[config.mk]
export PLATFORM = sky130hd
export DESIGN_NAME = fetch_ctrl
export DESIGN_NICKNAME = d
export VERILOG_FILES = /design/src/rtl/fetch_ctrl.sv
export SDC_FILE = /design/constraint.sdc
export NUM_CORES = 1
export LEC_CHECK = 0
export CORE_MARGIN = 2
export CORE_UTILIZATION = 44
export DETAILED_ROUTE_END_ITERATION = 16
export PLACE_DENSITY = 0.79
export SETUP_SLACK_MARGIN = 0.3
export SLEW_MARGIN = 20
export SYNTH_ARGS = -nofsm -noshare
export SYNTH_HDL_FRONTEND = slang
export SYNTH_SLANG_ARGS = --single-unit
export TNS_END_PERCENT = 30
[constraint.sdc]
create_clock -name clk -period 1.7 [get_ports clk]
set_clock_uncertainty 0.1 [all_clocks]
set_input_delay 0.51 -clock clk [delete_from_list [all_inputs] [get_ports clk]]
set_output_delay 0.51 -clock clk [all_outputs]
set_load 0.03 [all_outputs]
[src/rtl/fetch_ctrl.sv]
// Instruction fetch controller: fetches one instruction word per transaction
// over a req/ack handshake, presents it for a single execute cycle, then
// advances or branches the program counter and counts retired instructions.
module fetch_ctrl #(
    parameter logic [3:0]  RESET_PC = 4'h0,
    parameter logic [10:0] NOOP_INS = 11'b01100000000
) (
    input  logic        clk,
    input  logic        rst_n,
    input  logic        run,
    input  logic        stop,
    input  logic        zero,
    output logic        imem_req,
    output logic [3:0]  IMEM_ADDR,
    input  logic        imem_ack,
    input  logic [10:0] IMEM_DATA,
    output logic [10:0] INS,
    output logic        exec_en,
    output logic        busy,
    output logic [3:0]  PC,
    output logic [7:0]  RETIRED
);

    typedef enum logic [1:0] {
        StIdle  = 2'b00,
        StFetch = 2'b01,
        StExec  = 2'b10
    } state_e;

    state_e      r_state;
    state_e      w_state_next;
    logic [3:0]  r_pc;
    logic [3:0]  w_pc_next;
    logic [10:0] r_ins;
    logic [10:0] w_ins_next;
    logic [7:0]  r_retired;
    logic [7:0]  w_retired_next;
    logic        w_branch_taken;

    // Conditional branch: opcode 3'b100 jumps to the target field when zero is set.
    assign w_branch_taken = (r_ins[10:8] == 3'b100) && zero;

    // State register; synchronous reset overrides everything, including a pending ack.
    always_ff @(posedge clk) begin
        if (!rst_n) begin
            r_state   <= StIdle;
            r_pc      <= RESET_PC;
            r_ins     <= NOOP_INS;
            r_retired <= 8'h00;
        end else begin
            r_state   <= w_state_next;
            r_pc      <= w_pc_next;
            r_ins     <= w_ins_next;
            r_retired <= w_retired_next;
        end
    end

    // Next-state logic: handshake capture in FETCH, PC/retire update at the end of EXEC.
    always_comb begin
        w_state_next   = r_state;
        w_pc_next      = r_pc;
        w_ins_next     = r_ins;
        w_retired_next = r_retired;
        case (r_state)
            StIdle: begin
                if (run) begin
                    w_state_next = StFetch;
                end
            end
            StFetch: begin
                if (imem_ack) begin
                    w_ins_next   = IMEM_DATA;
                    w_state_next = StExec;
                end
            end
            StExec: begin
                if (r_retired != 8'hFF) begin
                    w_retired_next = r_retired + 8'h01;
                end
                // Branch target wins over the sequential increment, including at 4'hF.
                w_pc_next    = w_branch_taken ? r_ins[7:4] : r_pc + 4'h1;
                w_ins_next   = NOOP_INS;
                w_state_next = stop ? StIdle : StFetch;
            end
            default: begin
                w_state_next = StIdle;
            end
        endcase
    end

    // Outputs decoded straight from the registered state.
    always_comb begin
        imem_req  = (r_state == StFetch);
        exec_en   = (r_state == StExec);
        busy      = (r_state == StFetch) || (r_state == StExec);
        IMEM_ADDR = r_pc;
        PC        = r_pc;
        INS       = r_ins;
        RETIRED   = r_retired;
    end

endmodule

==> key figures, run 1 <==
Setup path
  – CP max-delay cell: dfxtp_4
  – Worst path max stage delay: 380 ps
  – Flop-to-flop setup slack: about 40 ps
  – Startpoint Class: flip-flop
  – Crit path launch: r_state[0]
  – Worst Path Arrival: ~1100 ps
  – Critical path capture point type: output pin
  – Required time of the critical path: about 1100 ps
  – CP top delay family: flip-flops
  – Crit-path max FO: 2
  – Critical path type: reg -> out
  – R2r startpoint: r_state[1]
  – Buf+Inv Stages, Crit Path: 2
  – Crit-path cells: buf_4, ha_4, buf_6

Route
  – Drt pass-1 iters: 5
  – DRC: 0
  – Via count: 1,393
  – Avg WL per Cell: 16.9 um
  – Iteration-0 DRC Markers: 36
  – Final WL: about 4 mm
  – Routed Antenna Nets: 0
  – Vias per cell: slightly below 6

Global routing
  – Antenna violations before repair: 0
  – First-pass GRT wire length: between 5 and 6 mm
  – Pin count of the biggest net entering global routing: 19
  – Met3 Use GR: 3.13%
  – Busiest layer in global routing: met2
  – Vias in the first global route: 1,344
  – Gr usage total: between 20% and 30%
  – Met1 usage: between 20% and 30%
  – Met2 global-route usage: 42.7%
  – Total gr overflow: 0

Layout
  – End-of-flow core utilization: between 70% and 80%
  – Share of cells above drive strength 1: 51.4%
  – Layout area overhead: 72.1%
  – Fin nets: 234
  – N_diodes: 0

STA
  – Slew @ Worst Pin: 256 ps
  – WHS: roughly 380 ps
  – Post-layout min period: 1740 ps
  – Worst relative slew slack: 82.9%
  – Max Transition Viols Final: 0
  – Finish-stage setup viols: 3
  – RSZ-0062 raised after global routing: yes
  – Setup ws final: -42.9 ps
  – Fmax: between 500 and 600 MHz
  – Fin crit share: 103%
  – Endpoints failing hold: 0

Clock tree
  – Clock buffer count from CTS: 3
  – Clk root buf: clkbuf_4
  – H-Tree Depth: 1
  – Clock transition at path regs: 140 ps
  – CTS Hold Bufs: 0
  – CTS tree: built
  – Clk_lat worst skew: 320 ps
  – # clock sinks: 25
  – Clock Path Buffers: 2

Job
  – Max-cap viol count: 0

Synthesis
  – #FFs+latches synth: 25
  – Mapped Cells: between 100 and 150
  – Ys Warns: 0
  – Mapped cell area: ~0.0013 mm^2
  – Syn_area_per_cell: approximately 8.7 um^2
  – Post-Syn Nets: around 170
  – Ys async rst share: 0%
  – Main synth FF type: dfxtp_1
  – Sequential share of the synthesized area: 38.8%
  – Yosys cell types: 34
  – EDFF count, synth: 0

Die
  – Core footprint: 0.00278 mm^2
  – Rows: 19
  – Num ports: 47
  – Initial Util: 46.4%
  – Die Span Y: 58.1 um
  – Die ar.: 0.00338 mm^2
  – Die X: slightly below 60 um

Power
  – Pleak: 0.854 nW
  – Cell Pwr Density: 769 mW/mm^2
  – VDD IR max: ~0.72 mV

Place
  – Routability congestion estimate: around 0.78
  – DPL Wire Length: 2.36 mm
  – Port Buf Inserts: 46

Hold path
  – Hold path start: INS[1]
  – Min-Delay Path Class: reg -> reg

Outcome
  – Violated checks: setup timing
  – Status: finished with violations
[cells in the mapped netlist (2+ instances only)]
cell,count,area share (%)
a211oi_1,2,1.2
a21oi_1,17,6.6
and3_1,3,1.5
and4_1,2,1.4
buf_2,4,1.6
buf_4,5,2.9
clkbuf_1,3,0.87
dfxtp_1,25,39
ha_1,6,5.8
inv_1,6,1.7
mux2i_1,8,6.2
nand2_1,19,5.5
nand2b_1,6,2.9
nand3_1,3,1.2
nand3b_1,9,5.2
nand4_1,2,0.97
nor2_1,2,0.58
nor2b_1,2,0.97
nor3_1,3,1.2
o21a_1,2,1.2
o21ai_0,5,1.9
o22ai_1,2,0.97
or4_1,2,1.2
[routing by layer]
metal  part of all wire (%)  vias up
met3                    4.1        6
met5                      0        -
met4                    1.5        0
met2                     54       45
met1                     40      692
li1                       -      650
[path summary, 6_finish.rpt]
| path | depth (start not counted) | to |
|---|---|---|
| worst max-delay path | 3 | imem_req |
| worst min-delay path | 2 | INS[1] |
| worst max register to register | 6 | RETIRED[5] |
| worst min register to register | 2 | INS[1] |
[cells by family after synthesis]
logic type	after synthesis	share of synthesized area, %
AO/OA/AOI/OAI	34	15.4
adder cells (fa/ha/maj)	6	5.82
buffers and inverters	19	7.95
flip-flops	25	38.8
multiplexers	9	7.08
AND/OR/NAND/NOR	56	24.9
[registers in the layout, indices dropped and copies added (netlist names)]
name and flops:
IMEM_ADDR 4, INS 11, RETIRED 8, r_state 2
[area by class of cell]
| cell class | instances | area [um^2] |
|---|---|---|
| tap | 31 | 38.8 |
| timing repair buffer | 69 | 714 |
| sequential | 25 | 554 |
| inverter | 6 | 27.5 |
| fill | 176 | 562 |
| clock buffer | 4 | 26.3 |
| multi-input combinational | 106 | 858 |
[power breakdown]
| part | switching (W) | total, W | leakage [nW] | internal [W] |
|---|---|---|---|---|
| clock | 0.000181 | 0.000273 | 0.0150 | 0.0000919 |
| combinational | 0.000381 | 0.000747 | 0.623 | 0.000367 |
| sequential | 0.0000503 | 0.000687 | 0.216 | 0.000636 |
[worst reg2reg max path, cell delays in order (launching register included)]
cell     delay (ps)
dfxtp_4         390
buf_6           110
ha_4            160
buf_6           170
nand4_1         170
or4_1           420
o21ai_0          80
[metrics by stage]
step / setup WS, ps / total power [W] / setup TNS [ps] / instance area, um^2 / instances
6_report: -42.9 / 0.00171 / -122 / 2220 / 241
4_1_cts: -42.6 / 0.00159 / -104 / 2080 / 237
5_1_grt: -86.5 / 0.00178 / -246 / 2220 / 241
3_5_place_dp: -257 / 0.00121 / -1360 / 1780 / 222
2_1_floorplan: 139 / 0.00103 / 0 / 1330 / 149
3_3_place_gp: -195 / 0.00120 / -900 / 1780 / 222
[cell usage in the layout (no fill, tap or decap), drive strengths merged, types with 3 or more instances in the layout]
| master | Yosys | layout |
|---|---|---|
| a21oi | 17 | 17 |
| and3 | 3 | 3 |
| buf | 10 | 53 |
| clkbuf | 3 | 4 |
| clkdlybuf4s50 | 0 | 14 |
| dfxtp | 25 | 25 |
| ha | 6 | 6 |
| inv | 6 | 6 |
| mux2i | 8 | 8 |
| nand2 | 19 | 19 |
| nand2b | 6 | 6 |
| nand3 | 3 | 3 |
| nand3b | 9 | 9 |
| nor3 | 3 | 3 |
| o21ai | 5 | 5 |
[timing repair]
item,CTS,global route
gates cloned,0,2
buffers inserted,11,2
endpoints found under the setup margin,53,52
gates resized for setup,188,30
pin swaps,19,7
Note: power is estimated with default switching activity, not from simulation.
==> run 2, diff against run 1 <==
--- a/config.mk
+++ b/config.mk
@@ -5,10 +5,12 @@
 export SDC_FILE = /design/constraint.sdc
 export NUM_CORES = 1
 export LEC_CHECK = 0
+export CELL_PAD_IN_SITES_DETAIL_PLACEMENT = 1
+export CELL_PAD_IN_SITES_GLOBAL_PLACEMENT = 2
 export CORE_MARGIN = 2
-export CORE_UTILIZATION = 44
+export CORE_UTILIZATION = 25
 export DETAILED_ROUTE_END_ITERATION = 16
-export PLACE_DENSITY = 0.79
+export PLACE_DENSITY_LB_ADDON = 0.1
 export SETUP_SLACK_MARGIN = 0.3
 export SLEW_MARGIN = 20
 export SYNTH_ARGS = -nofsm -noshare
==> run 2 against run 1 <==
Net effect: the run now ends clean; final cell count increased by 15%; worst setup slack better by 52 ps; global-route usage is 8.3 points lower; non-clock buffer count is 3 lower; power up 7.7%; critical path depth unchanged; register-to-register slack improved by 40 ps; critical endpoint is now exec_en; largest cell class unchanged; highest routed layer unchanged.
==> key figures, run 2 (synthesis results as in run 1) <==
Outcome
  – Status: finished clean

Setup path
  – Critical path type: reg -> out
  – Crit-path max FO: 3 (+1)
  – Required time of the critical path: 1090 ps (about the same)
  – Worst Path Arrival: 1080 ps (-50 ps)
  – Critical path capture point type: output pin
  – Startpoint Class: flip-flop

Clock tree
  – Clock Path Buffers: 2 (unchanged)
  – # clock sinks: 25 (unchanged)
  – Clock transition at path regs: 90 ps (-50 ps)
  – Clk root buf: clkbuf_8
  – H-Tree Depth: 1 (unchanged)
  – Clock buffer count from CTS: 3 (unchanged)
  – Clk_lat worst skew: 270 ps (-50 ps)
  – CTS tree: built

Layout
  – N_diodes: 0 (unchanged)
  – Fin area: 0.00235 mm^2 (+5.8%)
  – # fillers: 559 (+220%)
  – Most frequent cells in the layout: buf_6 (36), nand2_1 (18), dfxtp_2 (14), clkdlybuf4s50_1 (14), dfxtp_4 (11)
  – Layout area overhead: 82.1%
  – Fin nets: 231 (-1.3%)
  – Multi-input logic area: 893 um^2 (+4.1%)
  – Most common cell after layout, fill and taps aside: buf_6
  – Post-Layout Cell Count: 277 (+15%)
  – Max reg flops: 11 (unchanged)
  – Share of cells above drive strength 1: 53.1% (+1.7 points)
  – Register area: 559 um^2 (+0.90%)

Hold path
  – Min-Delay Path Class: reg -> reg

STA
  – Setup ws final: 9.28 ps (+52.2 ps)
  – Setup TNS Final: 0 ps (+122 ps)
  – RSZ-0062 raised after global routing: yes
  – Endpoints failing hold: 0 (unchanged)
  – Post-layout min period: 1690 ps (-52.2 ps)
  – Worst relative slew slack: 74.3% (-8.7 points)
  – Max Transition Viols Final: 0 (unchanged)
  – Finish-stage setup viols: 0 (-3)
  – Fin crit share: 99.5% (-3.1 points)
  – Fmax: 591 MHz (+3.1%)
  – Slew @ Worst Pin: 386 ps (+130 ps)

Global routing
  – Pin count of the biggest net entering global routing: 17 (-2)
  – Antenna violations before repair: 0 (unchanged)
  – Vias in the first global route: 1,271 (-5.4%)
  – Gr usage total: 13.8% (-8.3 points)
  – First-pass GRT wire length: 5.98 mm (+3.8%)
  – Total gr overflow: 0 (unchanged)

Route
  – Drt pass-1 iters: 4 (-1)
  – Vias per cell: 4.74 (-18%)
  – Final WL: 4.24 mm (+4.0%)
  – Iteration-0 DRC Markers: 30 (-17%)
  – Via count: 1,312 (-5.8%)
  – Routed Antenna Nets: 0 (unchanged)
  – DRC: 0 (unchanged)
  – Avg WL per Cell: 15.3 um (-9.5%)

Die
  – Core footprint: 0.00504 mm^2 (+81%)
  – Die ar.: 0.00575 mm^2 (+70%)
  – Die X: 75.8 um (+30%)
  – Initial Util: 25.6% (-21 points)
  – Die Span Y: 75.8 um (+30%)
  – Rows: 26 (+7)
  – Num ports: 47 (unchanged)

Power
  – VDD IR max: 0.384 mV (-46%)
  – Cell Pwr Density: 783 mW/mm^2 (+1.8%)
  – Pleak: 0.884 nW (+3.6%)

Place
  – DPL Wire Length: 2.63 mm (+12%)
  – DP Worst Slack: -227 ps (+29.9 ps)
  – Dpl cell area: 0.00182 mm^2 (+2.0%)
  – Routability congestion estimate: 0.721 (-7.5%)
  – DP Cell Count: 260 (+17%)
  – Port Buf Inserts: 46 (unchanged)

Job
  – Max-cap viol count: 0 (unchanged)
## run 2: cell count changes in the layout (fill, tap and decap cells not counted), sizes merged
cell / previous run / this run
buf: 53 / 48
clkbuf: 4 / 6
dlygate4sd2: 1 / 0
dlymetal6s2s: 1 / 2
## run 2: stage by stage
| step | utilization, % | hold slack [ps] | total power, W |
|---|---|---|---|
| finish | 46.6 | 366 | 0.00184 |
| global route | 46.6 | 388 | 0.00196 |
| CTS | 38.6 | 364 | 0.00167 |
| detailed placement | 36.0 | 350 | 0.00123 |
| global placement | 36.0 | 340 | 0.00122 |
| floorplan | - | 435 | 0.00103 |
## run 2: worst max-delay path: stages (launching register included)
cell	delay (ps)
dfxtp_4	380
buf_12	130
ha_4	170
buf_6	140
## run 2: cell type report
cell class | count | share of cell area (%)
sequential | 25 | 23.8
tap | 70 | 3.73
inverter | 6 | 1.07
multi-input combinational | 106 | 38.0
timing repair buffer | 66 | 31.4
clock buffer | 4 | 1.92
## run 2: worst paths after layout
path                                  from  endpoint  slack (ps)  cells past startpoint
worst max-delay path            r_state[1]   exec_en           9                      3
worst min-delay path                INS[0]    INS[0]         370                      2
worst max register to register  r_state[0]    INS[1]          80                      7
worst min register to register      INS[0]    INS[0]         370                      2
## run 2: timing repair
item / 4_1_cts / 5_1_grt
setup buffers: 5 / 4
setup endpoints to repair: 53 / 53
gates resized for setup: 106 / 107
hold buffers: 0 / 0
gates cloned: 0 / 4
pin swaps: 3 / 30
## run 2: layer usage
layer  GRT usage, %  up-vias  share of wire [%]
met4           4.09        0               0.52
met1           17.9      640                 45
li1               -      643                  -
met2           22.2       27                 50
met3           3.84        2                5.1
met5              0        -                  0
## run 2: where the power goes
part           switching, W  total (W)  internal (W)
sequential        0.0000523   0.000687      0.000634
clock              0.000200   0.000368      0.000168
combinational      0.000381   0.000784      0.000403
